==> src/rtl/instr_fetch_unit.sv <==
// Instruction fetch responder: issues one request at a time to a variable-latency
// instruction memory and registers the returned word into the IF/ID handoff.
module instr_fetch_unit #(
  parameter logic [31:0] NOP_INSTR = 32'h0000_0013
) (
  input  logic        clk,
  input  logic        reset,
  input  logic [31:0] pc_in,
  output logic        pc_stall,
  input  logic        id_stall,
  input  logic        flush,
  output logic        imem_req,
  output logic [31:0] imem_addr,
  input  logic        imem_rvalid,
  input  logic [31:0] imem_rdata,
  output logic [31:0] instr_out,
  output logic [31:0] instr_pc,
  output logic        instr_valid
);

  typedef enum logic [2:0] {
    S_IDLE,
    S_ISSUE,
    S_WAIT,
    S_HOLD,
    S_DRAIN
  } state_e;

  typedef struct packed {
    logic [31:0] word;
    logic [31:0] pc;
  } fetch_t;

  state_e      state_q, state_d;
  logic [31:0] req_pc_q, req_pc_d;
  fetch_t      out_q, out_d;
  logic        out_valid_q, out_valid_d;
  fetch_t      skid_q, skid_d;
  logic        outstanding;

  // A request is still in flight if it was issued this cycle or its data has not returned.
  assign outstanding = (state_q == S_ISSUE) ||
                       (((state_q == S_WAIT) || (state_q == S_DRAIN)) && !imem_rvalid);

  assign imem_req    = (state_q == S_ISSUE);
  assign imem_addr   = pc_in;
  assign instr_out   = out_q.word;
  assign instr_pc    = out_q.pc;
  assign instr_valid = out_valid_q;

  always_comb begin
    // NOTE: every signal driven here gets a default first, so no path can infer a latch.
    state_d     = state_q;
    req_pc_d    = req_pc_q;
    out_d       = out_q;
    out_valid_d = out_valid_q & id_stall;
    skid_d      = skid_q;
    pc_stall    = 1'b1;

    if (flush) begin
      pc_stall    = 1'b0;
      out_valid_d = 1'b0;
      out_d.word  = NOP_INSTR;
      skid_d      = '0;
      state_d     = outstanding ? S_DRAIN : S_ISSUE;
    end else begin
      unique case (state_q)
        S_IDLE: state_d = S_ISSUE;
        S_ISSUE: begin
          req_pc_d = pc_in;
          state_d  = S_WAIT;
        end
        S_WAIT: begin
          if (imem_rvalid) begin
            if (!out_valid_q || !id_stall) begin
              out_d       = '{word: imem_rdata, pc: req_pc_q};
              out_valid_d = 1'b1;
              pc_stall    = 1'b0;
              state_d     = S_ISSUE;
            end else begin
              skid_d  = '{word: imem_rdata, pc: req_pc_q};
              state_d = S_HOLD;
            end
          end
        end
        S_HOLD: begin
          if (!id_stall) begin
            out_d       = skid_q;
            out_valid_d = 1'b1;
            pc_stall    = 1'b0;
            state_d     = S_ISSUE;
          end
        end
        S_DRAIN: begin
          if (imem_rvalid) state_d = S_ISSUE;
        end
        default: state_d = S_IDLE;
      endcase
    end
  end

  // NOTE: state uses non-blocking assignments so every register samples pre-edge values.
  always_ff @(posedge clk or negedge reset) begin
    if (!reset) begin
      state_q     <= S_IDLE;
      req_pc_q    <= '0;
      out_q       <= '{word: NOP_INSTR, pc: 32'h0};
      out_valid_q <= 1'b0;
      skid_q      <= '0;
    end else begin
      state_q     <= state_d;
      req_pc_q    <= req_pc_d;
      out_q       <= out_d;
      out_valid_q <= out_valid_d;
      skid_q      <= skid_d;
    end
  end

endmodule

==> config.mk <==
export PLATFORM = sky130hd
export DESIGN_NAME = instr_fetch_unit
export DESIGN_NICKNAME = d
export VERILOG_FILES = /design/src/rtl/instr_fetch_unit.sv
export SDC_FILE = /design/constraint.sdc
export NUM_CORES = 1
export LEC_CHECK = 0
export BUFFER_PORTS_ARGS = -buffer_cell sky130_fd_sc_hd__buf_4
export CORE_MARGIN = 8
export CORE_UTILIZATION = 51
export CTS_CLUSTER_DIAMETER = 40
export DETAILED_ROUTE_END_ITERATION = 10
export GPL_TIMING_DRIVEN = 0
export HOLD_SLACK_MARGIN = 0.06
export MAX_ROUTING_LAYER = met4
export PLACE_DENSITY_LB_ADDON = 0.08
export REMOVE_ABC_BUFFERS = 1
export SYNTH_ARGS = -nofsm -noshare
export SYNTH_HDL_FRONTEND = slang
export SYNTH_SLANG_ARGS = --single-unit
==> constraint.sdc <==
create_clock -name clk -period 2.14 [get_ports clk]
set_input_delay 0.321 -clock clk [delete_from_list [all_inputs] [get_ports clk]]
set_output_delay 0.321 -clock clk [all_outputs]
set_load 0.02 [all_outputs]
; ---- After elaboration in Yosys (flattened, before gate mapping)
; Cells that the tools add are included.
[totals]
inputBits = 69
out_inout_bits = 99
ff_bits = 164
[classes]
n_eq_ne = 12
mux = 26
bitwise = 2
n_reduce_logical = 17
[op_table]
columns = cell, count
row1 = $mux 64, 7
row2 = $pmux 64 s2, 1
row3 = $mux 32, 1
row4 = $mux 3, 5
row5 = $pmux 3 s5, 1
row6 = $ne 3x3->1 const B, 3
row7 = $mux 1, 8
row8 = $eq 3x2->1 const B, 2
row9 = $ne 2x2->1 const B, 3
row10 = $reduce_and 3->1, 2
row11 = $reduce_bool 2->1, 3
row12 = $reduce_and 5->1, 1
row13 = $pmux 1 s2, 2
row14 = $reduce_and 4->1, 1
row15 = $eq 3x1->1 const B, 1
row16 = $eq 3x3->1 const B, 1
row17 = $logic_not 1->1, 3
row18 = $logic_not 3->1, 1
row19 = $logic_or 1x1->1, 3
row20 = $ne 3x2->1 const B, 1
row21 = $reduce_bool 3->1, 1
row22 = $mux 2, 1
row23 = $ne 2x1->1 const B, 1
row24 = $reduce_and 2->1, 1
row25 = 3 further kinds, 3

; ---- Longest topological paths before layout
; Gate-level depths: netlist of run 1.
[logic_depth]
ltp_word = 6
depth_mapped = 6

; ---- Worst setup path after synthesis of run 1
; OpenSTA, ideal clock, no wires.
[synth_timing]
kind = register to output
from = reg out_valid_q (netlist: instr_valid)
to = out pc_stall
setup_slack_ns = 0.366
t_arrival_ns = 1.453
stages_incl_launch_ff = 5
cell_sequence = dfrtp_1 > o21a_1 > nor2_1 > clkbuf_1 > a21oi_1
[synth_via]
elab_chain_cells = 6
[synth_rtl]
columns = element, line
row1 = from (decl), 37  ; logic out_valid_q, out_valid_d;
row2 = from (signal assigned), 114  ; out_valid_q <= out_valid_d;
row3 = $logic_not 1->1, 75  ; if (!out_valid_q || !id_stall) begin
row4 = $logic_or 1x1->1, 75
row5 = $mux 1, 75
row6 = $mux 1, 74  ; if (imem_rvalid) begin
row7 = $pmux 1 s2, 67  ; unique case (state_q)
row8 = $mux 1, 60  ; if (flush) begin
row9 = to (decl), 9  ; output logic pc_stall,
; Every way passes these cells.

; ---- Final worst setup path of run 1
[layout_timing]
from = reg state_q[0]
to = out pc_stall
[layout_via]
elab_chain_cells = 3
word_cells_on_any_way = 4
cone_classes = eq/ne: 2 / mux: 2
[layout_rtl]
columns = element, line
row1 = from (decl), 34  ; state_e state_q, state_d;
row2 = from (signal assigned), 111  ; state_q <= state_d;
row3 = $eq 3x2->1, 67
row4 = $pmux 1 s2 (*), 67
row5 = $mux 1 (*), 60
; Every way passes the cells marked *; elsewhere a longest branch is shown, timed or not.

==> results.sh, run 1 <==
export IMPL_firstDrtPassIters=5
export IMPL_hold_ws_ps=127
export IMPL_vias=6035
export IMPL_dp_cells=961
export IMPL_fillerInstances=1188
export IMPL_whs_path_depth=2
export IMPL_grt_overflow_total=0
export IMPL_synth_cell_type_count=37
export IMPL_path_clk_slew_ps=60
export IMPL_cts_made_buffers=17
export IMPL_rsz0062_at_grt="true"
export IMPL_finalPower_mw=12.8
export IMPL_ys_warn_count=0
export IMPL_io_buffers=167
export IMPL_synth_seq_cells=164
export IMPL_p_per_area_nw_per_um2=1330
export IMPL_cts_tree="built"
export IMPL_nNetsFinal=868
export IMPL_max_cap_violations=0
export IMPL_root_buffer="clkbuf_16"
export IMPL_finalCritPeriodShare_pct=97.9
export IMPL_outcome="completed"
export IMPL_drtIter0Drc=522
export IMPL_grt_max_degree=104
export IMPL_yosys_area_top_type="dfrtp_1"
export IMPL_multi_input_area_um2=3080
export IMPL_layout_min_cycle_time_ps=2100
export IMPL_antenna_found_initial=0
export IMPL_worst_slack_ps=44.6
export IMPL_ir_drop_mv=0.735
export IMPL_crit_fanout=14
export IMPL_maxSlewHeadroom_pct=21.9
export IMPL_clock_sinks=164
export IMPL_finalNonFillerCells=1000
export IMPL_cp_start_kind="flop"
export IMPL_die_y_um=139
export IMPL_finClkSkew_ps=7.79
export IMPL_hold_violations=0
export IMPL_worstReg2RegStart="state_q[0]$_DFFE_PN0P_"
export IMPL_arrival_ps=1770
export IMPL_regArea_um2=4110
export IMPL_ys_seq_area_share_pct=53.2
export IMPL_setup_viol=0
export IMPL_area_growth_pct=24.8
export IMPL_die_area_um2=19300
export IMPL_antennaDiodeCount=0
export IMPL_postLayoutCoreUtil_pct=64.3
export IMPL_hp_class="in -> reg"
export IMPL_synth_top_area_share_pct=52.2
export IMPL_fmax_mhz=477
export IMPL_start_util_pct=51.5
export IMPL_grt_pass1_wl_um=33800
export IMPL_slew_viol_final=0
export IMPL_hp_start="pc_in[29]"
export IMPL_h_tree_depth=4
export IMPL_netlist_instances=694
export IMPL_ys_top_cells_by_area="dfrtp_1, mux2_2, a21oi_1"
export IMPL_gp_congestion=0.745
export IMPL_route_detailed_drc=0
export IMPL_synthesis_area_um2=7720
export IMPL_dp_slack_ps=-1110
export IMPL_worst_slew_pin_slew_ps=1170
export IMPL_timing_critical_path_from="state_q[0]$_DFFE_PN0P_"
export IMPL_wirelength_um=20900
export IMPL_clk_path_buf_depth=2
export IMPL_leakage_nw=4.21
export IMPL_clk_latency_ps=420
export IMPL_die_width_um=139
export IMPL_num_rows=45
export IMPL_wl_per_cell_um=20.9
export IMPL_ant_nets=0
export IMPL_end_kind="output port"
export IMPL_io_pins=168
export IMPL_gr_usage_all_layers_pct=22.1
export IMPL_rr_worst_depth=5
export IMPL_syn_avg_cell_area_um2=11.1
export IMPL_criticalPathCategory="reg -> out"
export IMPL_cp_required_ps=1820
export IMPL_coreArea_um2=15000
export IMPL_via_per_inst=6.04
export IMPL_drive_gt1_share_pct=41.0
export IMPL_grt_pass1_vias=6348
export IMPL_dp_hpwl_um=13000
-- flip-flops by register name (all words and copies together), names as in the netlist --
name / cells
instr_pc: 32
state_q: 3
instr_valid: 1
skid_q: 64
req_pc_q: 32
instr_out: 32
-- cell usage after synthesis (all sizes together) --
library cell / number
clkbuf: 39
inv: 1
a21o: 1
or2: 1
a211oi: 32
nor2: 7
o21ai: 66
o21bai: 3
dfrtp: 161
a22o: 1
a21oi: 68
nor4b: 1
nor2b: 3
nand3b: 1
a311oi: 1
nand2b: 8
and4b: 1
dfstp: 3
nand4b: 1
a31oi: 32
mux2: 96
o22ai: 26
nand3: 64
nand2: 1
o21a: 1
or3b: 4
and3b: 1
buf: 64
o2bb2ai: 4
nor3: 2
-- cell usage in the layout, fill, tap and decap left out, types with 5 or more instances in the layout --
cell type,count
buf_4,170
dfrtp_1,160
mux2_2,84
a21oi_1,68
o21ai_0,65
nand3_1,64
a31oi_1,32
a211oi_1,32
o22ai_1,26
clkbuf_16,17
mux2_4,10
buf_8,7
nor2_1,6
nand2b_1,5
-- cell type report --
type	count	share of cell area, %
sequential	164	42.7
multi-input combinational	427	31.9
timing repair buffer	187	16.4
clock buffer	24	5.10
tap	188	2.44
clock inverter	8	1.27
inverter	1	0.0779
timing repair inverter	1	0.0520
-- worst max-delay path: stages (launching register included) --
cell and delay [ps]:
dfrtp_4 580, o21a_2 290, nor2_4 180, a21oi_1 90, buf_4 220
-- where the power goes --
part	internal, mW	total [mW]	switching, mW
Sequential	3.94	4.59	0.655
Combinational	2.46	5.04	2.58
Clock	1.96	3.16	1.20
-- logic make-up after synthesis --
family	Yosys count	share of synthesized area, %
mux	96	14.5
simple gates	95	7.08
compound gates	235	17.7
flops	164	53.2
buf+inv	104	7.55
-- per-stage QoR --
stage,TNS [ps],cell area [um2]
2_1_floorplan,-119260,7140
3_3_place_gp,-353710,8630
3_5_place_dp,-49960,8950
4_1_cts,0,9620
5_1_grt,-70.9,9630
6_report,0,9630
-- layer usage --
| layer | track usage [%] | up-vias | part of all wire, % |
|---|---|---|---|
| li1 | - | 2730 | - |
| met1 | 26.9 | 3074 | 43 |
| met2 | 36.6 | 212 | 51 |
| met3 | 4.13 | 19 | 4.4 |
| met4 | 7.68 | 0 | 1.5 |
| met5 | - | - | 0 |
-- final timing paths --
kind / endpoint / slack, ps
setup / recovery: pc_stall / 40
hold / removal: req_pc_q[29]$_DFFE_PN0P_ / 130
setup reg to reg: instr_pc[20]$_DFFE_PN0P_ / 80
hold reg to reg: instr_pc[18]$_DFFE_PN0P_ / 510
max in group asynchronous: req_pc_q[3]$_DFFE_PN0P_ / 830
min in group asynchronous: skid_q[44]$_DFFE_PN0P_ / 470
-- repair_timing --
action / 4_1_cts / 5_1_grt
setup endpoints to repair: 135 / 18
resized for setup: 8 / 1
endpoints found under the hold margin: 68 / 0
hold buffers: 1 / 0
buffers inserted: 3 / 1
pin swaps: 2 / 1
gates cloned: 2 / 0
(Power assumes the default switching activity.)
==> inputs of run 2 (changes only) <==
--- a/config.mk
+++ b/config.mk
@@ -7,7 +7,7 @@
 export LEC_CHECK = 0
 export BUFFER_PORTS_ARGS = -buffer_cell sky130_fd_sc_hd__buf_4
 export CORE_MARGIN = 8
-export CORE_UTILIZATION = 51
+export CORE_UTILIZATION = 55
 export CTS_CLUSTER_DIAMETER = 40
 export DETAILED_ROUTE_END_ITERATION = 10
 export GPL_TIMING_DRIVEN = 0
==> run 2 against run 1 <==
Against the previous run: clock skew barely moved; largest power group unchanged; non-clock buffer count rose by 11; via count rose by 1.5%; largest cell class unchanged; die area fell by 6.4%; combinational power rose by 5.0%.
==> results.sh, run 2 (synthesis results as in run 1) <==
export IMPL_die_area_um2=18100
export IMPL_fmax_mhz=475
export IMPL_area_growth_pct=26.3
export IMPL_outcome="completed"
export IMPL_finalCritPeriodShare_pct=98.4
export IMPL_clock_sinks=164
export IMPL_dp_cells=952
export IMPL_ant_nets=0
export IMPL_slew_viol_final=0
export IMPL_root_buffer="clkbuf_16"
export IMPL_antennaDiodeCount=0
export IMPL_p_per_area_nw_per_um2=1340
export IMPL_grt_pass1_vias=6503
export IMPL_start_util_pct=56.1
export IMPL_postLayoutCoreUtil_pct=70.8
export IMPL_route_detailed_drc=0
export IMPL_io_pins=168
export IMPL_postPlaceCellArea_um2=8920
export IMPL_grt_max_degree=104
export IMPL_maxSlewHeadroom_pct=22.4
export IMPL_r2r_end="instr_pc[15]$_DFFE_PN0P_"
export IMPL_grt_pass1_wl_um=33800
export IMPL_largest_register_ffs=64
export IMPL_die_y_um=134
export IMPL_h_tree_depth=4
export IMPL_coreArea_um2=13800
export IMPL_ir_drop_mv=0.687
export IMPL_dp_hpwl_um=12700
export IMPL_nNetsFinal=879
export IMPL_vias=6123
export IMPL_antenna_found_initial=0
export IMPL_criticalPathCategory="reg -> out"
export IMPL_hp_start="pc_in[29]"
export IMPL_cts_made_buffers=17
export IMPL_num_rows=43
export IMPL_die_width_um=134
export IMPL_max_cap_violations=0
export IMPL_grt_overflow_total=0
export IMPL_cts_tree="built"
export IMPL_gr_usage_all_layers_pct=24.0
export IMPL_wirelength_um=21000
export IMPL_setup_tns_ps=0
export IMPL_cp_start_kind="flop"
export IMPL_worst_slew_pin_slew_ps=1160
export IMPL_firstDrtPassIters=5
export IMPL_worstReg2RegStart="state_q[0]$_DFFE_PN0P_"
export IMPL_hp_class="in -> reg"
export IMPL_drive_gt1_share_pct=42.8
export IMPL_holdPathEnd="req_pc_q[29]$_DFFE_PN0P_"
export IMPL_clk_path_buf_depth=2
export IMPL_final_cell_mix="buf_4, dfrtp_1, mux2_2"
export IMPL_wl_per_cell_um=21.0
export IMPL_whs_path_depth=2
export IMPL_leakage_nw=4.27
export IMPL_setup_viol=0
export IMPL_rr_worst_depth=6
export IMPL_path_clk_slew_ps=60
export IMPL_cp_required_ps=1820
export IMPL_rsz0062_at_grt="true"
export IMPL_gp_congestion=0.718
export IMPL_via_per_inst=6.10
export IMPL_arrival_ps=1780
export IMPL_largest_register="skid_q"
export IMPL_reg2reg_slack_ps=80
export IMPL_finClkSkew_ps=7.63
export IMPL_dp_slack_ps=-1750
export IMPL_end_kind="output port"
export IMPL_finalNonFillerCells=1003
export IMPL_layout_commonest_cell="buf_4"
export IMPL_io_buffers=167
export IMPL_finalPower_mw=13.0
export IMPL_clk_latency_ps=430
export IMPL_worst_slack_ps=34.0
export IMPL_timing_critical_path_from="state_q[0]$_DFFE_PN0P_"
export IMPL_drtIter0Drc=607
export IMPL_hold_ws_ps=129
export IMPL_final_cell_area_um2=9750
export IMPL_hold_violations=0
export IMPL_crit_fanout=5
export IMPL_layout_min_cycle_time_ps=2110
[run 2: worst max-delay path by stage]
stage               slack, ps  cells after the start                  endpoint
finish                     30                      5                  pc_stall
detailed placement      -1750                      6  instr_pc[15]$_DFFE_PN0P_
global route              -20                      5                  pc_stall
floorplan               -1170                      3   instr_pc[0]$_DFFE_PN0P_
CTS                       -20                      5                  pc_stall
global placement        -2890                      3    skid_q[35]$_DFFE_PN0P_
[run 2: repair_timing]
action                                 4_1_cts  5_1_grt
gates cloned                                 2        1
gates resized for setup                     12        8
setup endpoints to repair                  156       19
pin swaps                                    3        1
setup buffers                               12        3
hold buffers                                 1        0
endpoints found under the hold margin       67        0
[run 2: power by group]
| part | internal, mW | switching [mW] | total, mW |
|---|---|---|---|
| clock | 1.93 | 1.24 | 3.17 |
| sequential | 3.94 | 0.612 | 4.56 |
| combinational | 2.60 | 2.69 | 5.29 |
| total | 8.47 | 4.54 | 13.0 |
[run 2: layout make-up]
type	instances	area [um2]
inverters	1	7.51
clock buffers	20	467
flip-flops and latches	164	4120
repair buffers	198	1680
repair inverters	1	5.00
well taps	180	225
multi-input cells	427	3100
fillers	1030	4020
clock inverters	12	151
[run 2: metal layers]
layer / part of all wire (%) / vias to the layer above / global-route usage, % / routed length [um]
met3: 5.8 / 42 / 4.57 / 1230
met1: 42 / 3070 / 28.6 / 8780
met4: 2.3 / 0 / 8.98 / 474
met2: 50 / 251 / 39.8 / 10600
met5: 0 / - / - / 0
li1: - / 2760 / - / -
[run 2: critical path: stages, from the launching register on]
cell and delay, ps:
dfrtp_4 520, buf_4 170, or2_4 230, buf_4 160, a21oi_2 130, buf_6 140
==> inputs of run 3 (changes only) <==
--- a/config.mk
+++ b/config.mk
@@ -5,6 +5,7 @@
 export SDC_FILE = /design/constraint.sdc
 export NUM_CORES = 1
 export LEC_CHECK = 0
+export ABC_CLOCK_PERIOD_IN_PS = 2140
 export BUFFER_PORTS_ARGS = -buffer_cell sky130_fd_sc_hd__buf_4
 export CORE_MARGIN = 8
 export CORE_UTILIZATION = 55
@@ -14,7 +15,6 @@
 export HOLD_SLACK_MARGIN = 0.06
 export MAX_ROUTING_LAYER = met4
 export PLACE_DENSITY_LB_ADDON = 0.08
-export REMOVE_ABC_BUFFERS = 1
 export SYNTH_ARGS = -nofsm -noshare
 export SYNTH_HDL_FRONTEND = slang
 export SYNTH_SLANG_ARGS = --single-unit
==> run 3 against run 2 <==
Against the previous run: maximum frequency increased by 2.7%; sequential share of layout area decreased by 0.86 points; non-clock buffer count increased by 75; power decreased by 0.38%; hold slack improved by 2.4 ps; clock skew about the same; core utilization increased by 1.4 points; largest power group unchanged; global-route usage about the same; first-iteration DRC count increased by 0.16%; clock power increased by 6.9%; combinational power decreased by 4%; cell area increased by 1.9%.
==> results.sh, run 3 (synthesis results as in run 1) <==
export IMPL_outcome="completed"
export IMPL_final_cell_mix="buf_4, dfrtp_1, mux2_2"
export IMPL_grt_pass1_wl_um=33700
export IMPL_maxSlewHeadroom_pct=58.0
export IMPL_wirelength_um=21100
export IMPL_cp_start_kind="flop"
export IMPL_rsz0062_at_grt="false"
export IMPL_io_buffers=167
export IMPL_r2r_end="skid_q[50]$_DFFE_PN0P_"
export IMPL_crit_fanout=10
export IMPL_worst_path_buf_inv=2
export IMPL_setup_viol=0
export IMPL_io_pins=168
export IMPL_slowest_stage="dfrtp_2"
export IMPL_start_util_pct=56.1
export IMPL_die_width_um=134
export IMPL_ir_drop_mv=0.691
export IMPL_drive_gt1_share_pct=41.9
export IMPL_die_y_um=134
export IMPL_antenna_found_initial=0
export IMPL_wl_per_cell_um=19.6
export IMPL_coreArea_um2=13800
export IMPL_via_per_inst=5.92
export IMPL_gp_congestion=0.800
export IMPL_fmax_mhz=488
export IMPL_grt_overflow_total=0
export IMPL_root_buffer="clkbuf_16"
export IMPL_hp_start="pc_in[29]"
export IMPL_final_cell_area_um2=9940
export IMPL_worstReg2RegStart="state_q[2]$_DFFE_PN0P_"
export IMPL_holdPathEnd="req_pc_q[29]$_DFFE_PN0P_"
export IMPL_worst_slew_pin_slew_ps=630
export IMPL_whs_path_depth=2
export IMPL_cp_top_family="flip-flops"
export IMPL_clk_latency_ps=430
export IMPL_syn_nets=763
export IMPL_area_growth_pct=28.7
export IMPL_grt_pass1_vias=6709
export IMPL_rr_worst_depth=5
export IMPL_vias=6372
export IMPL_cts_made_buffers=17
export IMPL_drtIter0Drc=608
export IMPL_finalPower_mw=13.0
export IMPL_max_cap_violations=0
export IMPL_slowest_delay_ps=440
export IMPL_hp_class="in -> reg"
export IMPL_arrival_ps=1730
export IMPL_clock_sinks=164
export IMPL_finalCritPeriodShare_pct=95.8
export IMPL_finalNonFillerCells=1076
export IMPL_cp_required_ps=1820
export IMPL_die_area_um2=18100
export IMPL_largest_register="skid_q"
export IMPL_h_tree_depth=4
export IMPL_leakage_nw=4.44
export IMPL_reg2reg_slack_ps=120
export IMPL_gr_usage_all_layers_pct=23.9
export IMPL_postPlaceCellArea_um2=9230
export IMPL_crit_chain="o21a_2 -> nor2_2 -> buf_6 -> a21oi_1 -> buf_4"
export IMPL_clk_path_buf_depth=2
export IMPL_hold_violations=0
export IMPL_path_clk_slew_ps=60
export IMPL_dp_hpwl_um=14900
export IMPL_ant_nets=0
export IMPL_antennaDiodeCount=0
export IMPL_layout_min_cycle_time_ps=2050
export IMPL_cts_tree="built"
export IMPL_dp_cells=1042
export IMPL_end_kind="output port"
export IMPL_route_detailed_drc=0
export IMPL_fillerInstances=1047
export IMPL_criticalPathCategory="reg -> out"
export IMPL_largest_register_ffs=64
export IMPL_grt_max_degree=87
export IMPL_firstDrtPassIters=5
export IMPL_nNetsFinal=952
export IMPL_p_per_area_nw_per_um2=1310
export IMPL_layout_commonest_cell="buf_4"
export IMPL_finClkSkew_ps=7.28
export IMPL_slew_viol_final=0
export IMPL_num_rows=43
-- run 3: cell count changes in the layout (fill, tap and decap cells not counted), moves of 3 or more --
cell / delta
buf_12: -4
dfrtp_1: +3
buf_2: +22
buf_8: -5
clkbuf_1: +36
buf_4: +26
-- run 3: metal layers --
| layer | vias to the layer above | track usage, % | wire, um |
|---|---|---|---|
| li1 | 2919 | - | - |
| met1 | 3158 | 28.3 | 8680 |
| met2 | 258 | 39.3 | 10600 |
| met3 | 37 | 5.94 | 1400 |
| met4 | 0 | 8.23 | 379 |
| met5 | - | - | 0 |
-- run 3: final cells by class --
| cell class | instances | area (um2) | share of cell area, % |
|---|---|---|---|
| flip-flops and latches | 164 | 4110 | 41.3 |
| multi-input cells | 426 | 3040 | 30.5 |
| repair buffers | 172 | 1320 | 13.3 |
| plain buffers | 101 | 581 | 5.84 |
| clock buffers | 20 | 457 | 4.60 |
| well taps | 180 | 225 | 2.27 |
| clock inverters | 12 | 201 | 2.03 |
| inverters | 1 | 7.51 | 0.0755 |
-- run 3: repair_timing --
item | CTS | global route
hold buffers | 1 | 0
buffers inserted | 0 | 3
hold endpoints to repair | 85 | 0
resized for setup | 4 | 7
endpoints found under the setup margin | 2 | 4
-- run 3: worst max-delay path by stage --
stage                            from                       end  slack [ps]  cells past startpoint
2_1_floorplan   instr_valid$_DFF_PN0_                  pc_stall         370                      4
3_3_place_gp                    reset  instr_pc[17]$_DFFE_PN0P_         -90                      1
3_5_place_dp              imem_rvalid    skid_q[50]$_DFFE_PN0P_         190                      6
4_1_cts        state_q[2]$_DFFE_PN0P_                  pc_stall        0.06                      5
5_1_grt         instr_valid$_DFF_PN0_                  pc_stall          20                      5
6_report        instr_valid$_DFF_PN0_                  pc_stall          90                      5
-- run 3: power breakdown --
part           switching, mW  internal [mW]  leakage, nW
sequential             0.543           3.93         2.14
clock                   1.26           2.14        0.317
combinational           2.65           2.45         1.98
-- run 3: metrics by stage --
stage / TNS, ps / setup slack (ps) / util (%) / hold WS [ps]
floorplan: 0 / 366 / - / 25.4
global placement: -12240 / -90.3 / 66.8 / 494
detailed placement: 0 / 193 / 67.0 / 363
CTS: 0 / 0.0563 / 71.9 / 121
global route: 0 / 15.9 / 72.1 / 118
finish: 0 / 89.8 / 72.1 / 132
